[src/rtl/counter_pkg.sv]
// rtl/counter_pkg.sv - shared mode encoding and width default for the counter and its scoreboard
package counter_pkg;

  localparam int WIDTH_DEFAULT = 4;

  typedef logic [1:0] mode_t;

  localparam mode_t MODE_UP    = 2'b00;
  localparam mode_t MODE_DOWN  = 2'b01;
  localparam mode_t MODE_DOWN3 = 2'b10;
  localparam mode_t MODE_LOAD  = 2'b11;

endpackage

[src/rtl/counter_scoreboard_if.sv]
// rtl/counter_scoreboard_if.sv - stimulus/prediction bundle; checker signals exist only with SCOREBOARD_CHECK_EN
interface counter_scoreboard_if #(
  parameter int WIDTH = counter_pkg::WIDTH_DEFAULT
) ();

  logic               enable;
  counter_pkg::mode_t modo;
  logic [WIDTH-1:0]   D;
  logic [WIDTH-1:0]   sb_Q;
  logic               sb_rco;

`ifdef SCOREBOARD_CHECK_EN
  logic [WIDTH-1:0]   dut_Q;
  logic               dut_rco;
  logic               mismatch;
  logic [15:0]        err_count;

  modport master (output enable, modo, D, dut_Q, dut_rco,
                  input  sb_Q, sb_rco, mismatch, err_count);
  modport slave  (input  enable, modo, D, dut_Q, dut_rco,
                  output sb_Q, sb_rco, mismatch, err_count);
`else
  modport master (output enable, modo, D, input sb_Q, sb_rco);
  modport slave  (input enable, modo, D, output sb_Q, sb_rco);
`endif

endinterface

[src/rtl/counter_scoreboard_sb_next_state.sv]
// rtl/counter_scoreboard_sb_next_state.sv - combinational next value and ripple-carry prediction
module sb_next_state import counter_pkg::*; #(
  parameter int WIDTH = WIDTH_DEFAULT
) (
  input  logic [WIDTH-1:0] sb_Q,
  input  mode_t            modo,
  input  logic [WIDTH-1:0] D,
  input  logic             enable,
  output logic [WIDTH-1:0] q_next,
  output logic             rco_next
);

  logic [WIDTH:0] ext;
  logic [WIDTH:0] res;

  // One extra bit catches the carry/borrow; a load never sets it.
  always_comb begin
    ext      = {1'b0, sb_Q};
    res      = ext;
    q_next   = sb_Q;
    rco_next = 1'b0;
    if (enable) begin
      case (modo)
        MODE_UP:    res = ext + (WIDTH+1)'(1);
        MODE_DOWN:  res = ext - (WIDTH+1)'(1);
        MODE_DOWN3: res = ext - (WIDTH+1)'(3);
        default:    res = {1'b0, D};
      endcase
      q_next   = res[WIDTH-1:0];
      rco_next = res[WIDTH];
    end
  end

endmodule

[src/rtl/counter_scoreboard.sv]
// rtl/counter_scoreboard.sv - registered reference model of the multi-mode counter; SCOREBOARD_CHECK_EN adds the DUT comparator
module counter_scoreboard import counter_pkg::*; #(
  parameter int WIDTH = WIDTH_DEFAULT
) (
  input  logic                 clk,
  input  logic                 reset,
  counter_scoreboard_if.slave  bus
);

  logic [WIDTH-1:0] q_next;
  logic             rco_next;

  sb_next_state #(.WIDTH(WIDTH)) u_next (
    .sb_Q     (bus.sb_Q),
    .modo     (bus.modo),
    .D        (bus.D),
    .enable   (bus.enable),
    .q_next   (q_next),
    .rco_next (rco_next)
  );

  always_ff @(posedge clk) begin
    if (reset) begin
      bus.sb_Q   <= '0;
      bus.sb_rco <= 1'b0;
    end else begin
      bus.sb_Q   <= q_next;
      bus.sb_rco <= rco_next;
    end
  end

`ifdef SCOREBOARD_CHECK_EN
  logic differ;

  assign differ = (bus.dut_Q != bus.sb_Q) || (bus.dut_rco != bus.sb_rco);

  // Error counter sticks at all-ones rather than wrapping back to a clean-looking value.
  always_ff @(posedge clk) begin
    if (reset) begin
      bus.mismatch  <= 1'b0;
      bus.err_count <= '0;
    end else begin
      bus.mismatch <= differ;
      if (differ && (bus.err_count != 16'hFFFF))
        bus.err_count <= bus.err_count + 16'd1;
    end
  end
`endif

endmodule

[src/flat_wrapper.sv]
// flat-port wrapper written by rule: the top's interface ports become plain ports
module counter_scoreboard_flat import counter_pkg::*;
#(
  parameter int WIDTH = WIDTH_DEFAULT
)
  (clk, reset, bus_enable, bus_modo, bus_D, bus_sb_Q, bus_sb_rco);
  counter_scoreboard_if #(.WIDTH(WIDTH)) bus_i ();
  input  logic clk;
  input  logic reset;
  input wire logic [$bits(bus_i.enable)-1:0] bus_enable;
  input wire logic [$bits(bus_i.modo)-1:0] bus_modo;
  input wire logic [$bits(bus_i.D)-1:0] bus_D;
  output wire logic [$bits(bus_i.sb_Q)-1:0] bus_sb_Q;
  output wire logic [$bits(bus_i.sb_rco)-1:0] bus_sb_rco;
  assign bus_i.enable = bus_enable;
  assign bus_i.modo = bus_modo;
  assign bus_i.D = bus_D;
  assign bus_sb_Q = bus_i.sb_Q;
  assign bus_sb_rco = bus_i.sb_rco;
  counter_scoreboard #(.WIDTH(WIDTH)) u_core (.clk(clk), .reset(reset), .bus(bus_i));
endmodule
[config.mk]
export PLATFORM = sky130hd
export DESIGN_NAME = counter_scoreboard_flat
export DESIGN_NICKNAME = d
export VERILOG_FILES = /design/src/rtl/counter_pkg.sv /design/src/rtl/counter_scoreboard_if.sv /design/src/rtl/counter_scoreboard_sb_next_state.sv /design/src/rtl/counter_scoreboard.sv /design/src/flat_wrapper.sv
export SDC_FILE = /design/constraint.sdc
export NUM_CORES = 1
export LEC_CHECK = 0
export ABC_CLOCK_PERIOD_IN_PS = 2840
export CAP_MARGIN = 5
export CORE_AREA = 3 3 40 42
export DETAILED_ROUTE_END_ITERATION = 10
export DIE_AREA = 0 0 43 45
export PLACE_DENSITY = 0.63
export SYNTH_ARGS = -nofsm -noshare
export SYNTH_HDL_FRONTEND = slang
export SYNTH_SLANG_ARGS = --single-unit
[constraint.sdc]
create_clock -name clk -period 2.84 [get_ports clk]
set_input_delay 0.284 -clock clk [delete_from_list [all_inputs] [get_ports clk]]
set_output_delay 0.284 -clock clk [all_outputs]
set_load 0.03 [all_outputs]
==> results of run 1 <==
[state kept, by name, indices dropped and copies added (netlist names)]
register	cells
u_core.bus.sb_rco	1
u_core.bus.sb_Q	4
[worst paths after layout]
path	start	endpoint	slack (ns)	cells after the start
setup / recovery	bus_modo[1]	u_core.bus.sb_rco$_SDFF_PP0_	0.68	9
hold / removal	u_core.bus.sb_Q[2]$_SDFFE_PP0P_	u_core.bus.sb_Q[2]$_SDFFE_PP0P_	0.52	2
setup reg to reg	u_core.bus.sb_Q[0]$_SDFFE_PP0P_	u_core.bus.sb_Q[2]$_SDFFE_PP0P_	1.19	6
hold reg to reg	u_core.bus.sb_Q[2]$_SDFFE_PP0P_	u_core.bus.sb_Q[2]$_SDFFE_PP0P_	0.52	2
[cell usage in the layout (no fill, tap or decap), drive strengths merged, types with 2 or more instances in the layout]
| cell | instances |
|---|---|
| dfxtp | 5 |
| inv | 5 |
| clkbuf | 4 |
| nand2b | 2 |
| a211oi | 3 |
| a21oi | 4 |
| ha | 5 |
| clkdlybuf4s50 | 13 |
| nor2b | 3 |
| nor2 | 4 |
[kinds of logic after synthesis]
| family | Yosys count | share of synthesized area, % |
|---|---|---|
| AO/OA/AOI/OAI | 13 | 24.1 |
| adder cells (fa/ha/maj) | 6 | 21.8 |
| buffers and inverters | 6 | 5.94 |
| flip-flops | 5 | 26.4 |
| AND/OR/NAND/NOR | 14 | 21.8 |
[power by group]
group | switching (mW) | internal, mW
registers | 0.00571 | 0.0770
logic | 0.0457 | 0.0481
clock network | 0.0287 | 0.0531
total | 0.0801 | 0.178
[final cells by class]
type	instances	area (µm²)	area share (%)
multi-input combinational	33	256	46.6
inverter	5	18.8	3.41
tap	15	18.8	3.41
clock buffer	4	26.3	4.77
sequential	5	100	18.2
timing repair buffer	13	130	23.6
[routing by layer]
metal  vias up  track usage (%)  wire length [µm]
met5         -                0                 0
met4         0             3.61                 6
met3         2             7.57                68
met2         9             17.1               407
met1       168             11.2               356
li1        186                -                 -
[worst register-to-register path, delay by kind of cell (launching register included)]
family                     cells  cell delay, ns
AOI/OAI and AO/OA              2            0.30
adders and majority gates      1            0.48
buffers and inverters          1            0.09
DFF                            1            0.40
and+or+nand+nor                2            0.29
[per-stage QoR]
stage          std cells  total power [mW]  instance area (µm²)  util [%]
2_1_floorplan         44             0.145                  379         -
6_report              75             0.258                  551      42.8
4_1_cts               75             0.266                  551      42.8
3_3_place_gp          71             0.178                  524      40.8
3_5_place_dp          71             0.179                  524      40.8
5_1_grt               75             0.278                  551      42.8
==> summary.md, run 1 <==
| Metric | Value |
|---|---|
| Diodes inserted | `0` |
| Pwr per Cell Area | `469 nW/µm²` |
| Synthesis-to-layout area growth | `45.2%` |
| CP bufs+invs | `3` |
| Fmax | `462 MHz` |
| WL final | `838 µm` |
| Top-area cell type share of the netlist area | `26.4%` |
| Setup bufs post-CTS | `0` |
| Vias/cell | `4.87` |
| Critical Path RT | `3.00 ns` |
| Chip height | `45 µm` |
| Setup CP Type | `input port to register` |
| Initial antenna violation count | `0` |
| Initial DRC count | `4` |
| Fin. Hold Viols | `0` |
| Family with the most delay on the worst path | `adder cells` |
| Critical Path End Type | `register` |
| Seq/Total Area, Yosys | `26.4%` |
| Die Footprint | `1940 µm²` |
| Overflow after GRT | `0` |
| # rows | `13` |
| PortBufs | `13` |
| Starting Density | `29.5%` |
| TritonCTS clock tree | `done` |
| Ys Warns | `0` |
| Status | `completed` |
| First-pass GRT wire length | `1.43 mm` |
| Crit-path cells | `clkdlybuf4s50_1, inv_1, ha_1, inv_1, ha_1, nor2b_4, o21a_1, or3_1, a211oi_2` |
| Drc violations | `0` |
| Crit share post-route | `76.2%` |
| Share of post-route cells with drive strength above 1 | `8.33%` |
| Number of synthesized flops with an enable pin | `0` |
| Routability cong. | `0.672` |
| CP arrival | `2.33 ns` |
| Final net count | `76` |
| Worst rel slew slack | `79.6%` |
| Maximum vdd ir drop | `0.000172 V` |
| Pre-CTS WS | `0.414 ns` |
| Netlist cell types | `23` |
| Total CTS buffers | `3` |
| Syn_nets | `59` |
| # fillers | `134` |
| Clock skew after layout | `0.00154 ns` |
| Post-cts resize count | `0` |
| Post-synth top cells | `dfxtp_1 (5), ha_1 (5), inv_1 (5), a21oi_1 (4), nor2_1 (4)` |
| Top Ports | `14` |
| Via count | `365` |
| Cell count after synthesis | `44` |
| Vias in the first global route | `353` |
| 1st-pass router iterations | `3` |
| Total of max-cap violations | `0` |
| Die width | `43 µm` |
| Avg Synthesized Cell Area | `8.62 µm²` |
| Core Region | `1280 µm²` |
| Root Buffer | `clkbuf_4` |
| Worst Hold Class | `register to register` |
| Setup ws final | `0.676 ns` |
| Routed len/inst | `11.2 µm` |
| Yosys reg bits | `5` |
| Synthesized area | `379 µm²` |
| Total Routing Usage GR | `10.7%` |
| Leak | `0.225 nW` |
| Minimum clock period | `2.16 ns` |
| Setup TNS | `0 ns` |
| Leading area contributor after synthesis | `dfxtp_1` |
| Worst-Margin Slew | `0.304 ns` |
| Reg clk slew, reported paths | `0.04 ns` |
| Largest net degree at the start of global routing | `10` |
| Setup violators final | `0` |
| Crit-path slowest cell | `clkdlybuf4s50_1` |
| Startpoint Class | `input port` |
| DP Wirelength | `672 µm` |
| Post-synth top flop | `dfxtp_1` |
| Top cells by area, synth | `dfxtp_1 (26%), ha_1 (17%), a21oi_1 (5.3%)` |
| CP Max Fanout | `4` |
| H-tree depth | `1` |
| Skew-Pair Late Insertion Delay | `0.24 ns` |
| Crit path largest cell delay | `0.48 ns` |
| Post-route ant nets | `0` |
| RSZ-0062 raised after global routing | `no` |
| Slew Limit Fails | `0` |
| Async S/R FF share, synth | `0%` |
| CTS sink count | `5` |
| Longest Clk Path Bufs | `2` |
| Hold-fix buffers, CTS | `0` |
| Hold_ws | `0.518 ns` |
Note: power is estimated with default switching activity, not from simulation.
==> run 2, diff against run 1 <==
--- a/config.mk
+++ b/config.mk
@@ -5,7 +5,7 @@
 export SDC_FILE = /design/constraint.sdc
 export NUM_CORES = 1
 export LEC_CHECK = 0
-export ABC_CLOCK_PERIOD_IN_PS = 2840
+export ABC_CLOCK_PERIOD_IN_PS = 2200
 export CAP_MARGIN = 5
 export CORE_AREA = 3 3 40 42
 export DETAILED_ROUTE_END_ITERATION = 10
==> constraint.sdc (replaced) <==
create_clock -name clk -period 2.2 [get_ports clk]
set_input_delay 0.22 -clock clk [delete_from_list [all_inputs] [get_ports clk]]
set_output_delay 0.22 -clock clk [all_outputs]
set_load 0.03 [all_outputs]
==> summary.md, run 2 (same netlist as run 1, synthesis figures left out) <==
| Metric | Value |
|---|---|
| Total Routing Usage GR | `10.9% (was 10.7%)` |
| Total CTS buffers | `3 (unchanged)` |
| Setup CP Type | `input port to register (unchanged)` |
| Hold Path Cell Cnt | `2 (unchanged)` |
| Worst-Margin Slew | `0.319 ns (was 0.304 ns)` |
| Minimum clock period | `2.03 ns` |
| Setup bufs post-CTS | `0 (unchanged)` |
| Reg2Reg Launch Point | `u_core.bus.sb_Q[0]$_SDFFE_PP0P_ (unchanged)` |
| Total of max-cap violations | `0 (unchanged)` |
| Worst Hold Class | `register to register (unchanged)` |
| Fin util | `45.2% (was 42.8%)` |
| Root Buffer | `clkbuf_4 (unchanged)` |
| Pre-CTS WS | `-0.0779 ns (was 0.414 ns)` |
| Starting Density | `29.5% (unchanged)` |
| Crit path largest cell delay | `0.48 ns (about the same)` |
| Setup violators final | `0 (unchanged)` |
| Largest reg by FF count | `u_core.bus.sb_Q (unchanged)` |
| Drc violations | `0 (unchanged)` |
| Chip height | `45 µm (unchanged)` |
| Reg-to-Reg End | `u_core.bus.sb_Q[2]$_SDFFE_PP0P_ (unchanged)` |
| Slew Limit Fails | `0 (unchanged)` |
| H-tree depth | `1 (unchanged)` |
| Reg clk slew, reported paths | `0.04 ns (about the same)` |
| Setup ws final | `0.173 ns (was 0.676 ns)` |
| Initial antenna violation count | `0 (unchanged)` |
| Startpoint Class | `input port (unchanged)` |
| Vias/cell | `4.80 (was 4.87)` |
| Worst R2R Setup Slack | `0.53 ns (was 1.19 ns)` |
| Family with the most delay on the worst path | `buffers and inverters (was adder cells)` |
| CP bufs+invs | `3 (unchanged)` |
| Hold_ws | `0.523 ns (was 0.518 ns)` |
| FF-to-FF path depth | `6 (unchanged)` |
| WL final | `868 µm (was 838 µm)` |
| Status | `completed (unchanged)` |
| 1st-pass router iterations | `4 (was 3)` |
| DP Wirelength | `695 µm (was 672 µm)` |
| Overflow after GRT | `0 (unchanged)` |
| Die width | `43 µm (unchanged)` |
| Final net count | `80 (was 76)` |
| Setup TNS | `0 ns (unchanged)` |
| Routed len/inst | `11.0 µm (was 11.2 µm)` |
| Share of post-route cells with drive strength above 1 | `14.1% (was 8.33%)` |
| Post-cts resize count | `0 (unchanged)` |
| # rows | `13 (unchanged)` |
| Crit-path slowest cell | `clkdlybuf4s50_1 (unchanged)` |
| Worst rel slew slack | `78.6% (was 79.6%)` |
| Via count | `379 (was 365)` |
| CP arrival | `2.19 ns (was 2.33 ns)` |
| Pwr per Cell Area | `603 nW/µm² (was 469 nW/µm²)` |
| CTS sink count | `5 (unchanged)` |
| Maximum vdd ir drop | `0.000216 V (was 0.000172 V)` |
| First-pass GRT wire length | `1.48 mm (was 1.43 mm)` |
| Crit share post-route | `92.1%` |
| Leak | `0.244 nW (was 0.225 nW)` |
| Max reg flops | `4 (unchanged)` |
| CP Launch Point | `bus_modo[1] (unchanged)` |
| Post-route ant nets | `0 (unchanged)` |
| Fin. Hold Viols | `0 (unchanged)` |
| PortBufs | `13 (unchanged)` |
| Critical Path End Type | `register (unchanged)` |
| Crit-path cells | `clkdlybuf4s50_1, inv_1, ha_1, inv_1, ha_1, nor2b_4, o21a_1, or3_1, a211oi_2 (unchanged)` |
| CP Depth | `9 (unchanged)` |
| Synthesis-to-layout area growth | `53.1% (was 45.2%)` |
| Fmax | `493 MHz` |
| Largest regs | `u_core.bus.sb_Q: 4 flops, u_core.bus.sb_rco: 1 flops (unchanged)` |
| Skew-Pair Late Insertion Delay | `0.24 ns (about the same)` |
| Diodes inserted | `0 (unchanged)` |
| Largest net degree at the start of global routing | `10 (unchanged)` |
| RSZ-0062 raised after global routing | `no (unchanged)` |
| Longest Clk Path Bufs | `2 (unchanged)` |
| CP Max Fanout | `2 (was 4)` |
| Clock skew after layout | `0.000669 ns (was 0.00154 ns)` |
| Most frequent cells in the layout | `clkdlybuf4s50_1 (13), inv_1 (5), ha_1 (5), dfxtp_1 (5) (unchanged)` |
| Initial DRC count | `2 (was 4)` |
| # fillers | `139 (was 134)` |
| Core Region | `1280 µm² (unchanged)` |
| Die Footprint | `1940 µm² (unchanged)` |
| Dpl cell area | `554 µm² (was 524 µm²)` |
| Worst setup path end | `u_core.bus.sb_rco$_SDFF_PP0_ (unchanged)` |
| Routability cong. | `0.650 (was 0.672)` |
| TritonCTS clock tree | `done (unchanged)` |
| Top Ports | `14 (unchanged)` |
| Commonest non-fill, non-tap cell in the layout | `clkdlybuf4s50_1 (unchanged)` |
| Vias in the first global route | `352 (was 353)` |
| Critical Path RT | `2.36 ns (was 3.00 ns)` |
| Fin area | `581 µm² (was 551 µm²)` |
| Hold-fix buffers, CTS | `0 (unchanged)` |
[run 2: worst min path at each step]
stage / startpoint / to / slack, ns
final: u_core.bus.sb_Q[2]$_SDFFE_PP0P_ / u_core.bus.sb_Q[2]$_SDFFE_PP0P_ / 0.52
after global placement: u_core.bus.sb_Q[2]$_SDFFE_PP0P_ / u_core.bus.sb_Q[2]$_SDFFE_PP0P_ / 0.51
after CTS: u_core.bus.sb_Q[2]$_SDFFE_PP0P_ / u_core.bus.sb_Q[2]$_SDFFE_PP0P_ / 0.53
after detailed placement: u_core.bus.sb_Q[2]$_SDFFE_PP0P_ / u_core.bus.sb_Q[2]$_SDFFE_PP0P_ / 0.52
after global routing: u_core.bus.sb_Q[2]$_SDFFE_PP0P_ / u_core.bus.sb_Q[2]$_SDFFE_PP0P_ / 0.55
after floorplan: reset / u_core.bus.sb_rco$_SDFF_PP0_ / 0.28
[run 2: routing by layer]
metal  GRT usage (%)  vias to the layer above  share of wire, %
li1                -                      194                 -
met1            10.9                      176                44
met2            19.2                        7                49
met3            7.17                        2               6.1
met4            1.81                        0              0.69
met5               0                        -                 0
[run 2: report_power, final]
| part | switching, mW | total (mW) | internal [mW] |
|---|---|---|---|
| registers | 0.00761 | 0.107 | 0.0995 |
| logic | 0.0628 | 0.137 | 0.0744 |
| clock network | 0.0373 | 0.106 | 0.0686 |
[run 2: stage by stage]
stage | power, mW | cells
after floorplan | 0.187 | 44
after global placement | 0.245 | 75
after detailed placement | 0.246 | 75
after CTS | 0.357 | 79
after global routing | 0.374 | 79
final | 0.350 | 79
[run 2: final cells by class]
type / instances / area (µm²) / share of cell area [%]
timing repair buffer: 17 / 160 / 27.6
sequential: 5 / 100 / 17.2
inverter: 5 / 18.8 / 3.23
multi-input combinational: 33 / 256 / 44.2
tap: 15 / 18.8 / 3.23
clock buffer: 4 / 26.3 / 4.53
[run 2: worst reg2reg max path, stage by stage, from the launching register on]
cell and delay (ns):
dfxtp_1 0.40, inv_1 0.09, fa_1 0.48, nor2b_1 0.16
nor3_1 0.15, a21oi_1 0.07, a211oi_1 0.24
==> run 3, diff against run 2 <==
--- a/config.mk
+++ b/config.mk
@@ -8,6 +8,7 @@
 export ABC_CLOCK_PERIOD_IN_PS = 2200
 export CAP_MARGIN = 5
 export CORE_AREA = 3 3 40 42
+export CTS_CLUSTER_SIZE = 24
 export DETAILED_ROUTE_END_ITERATION = 10
 export DIE_AREA = 0 0 43 45
 export PLACE_DENSITY = 0.63
==> results of run 3 <==
The final DEF is identical to that of run 2; final timing and power are the same.
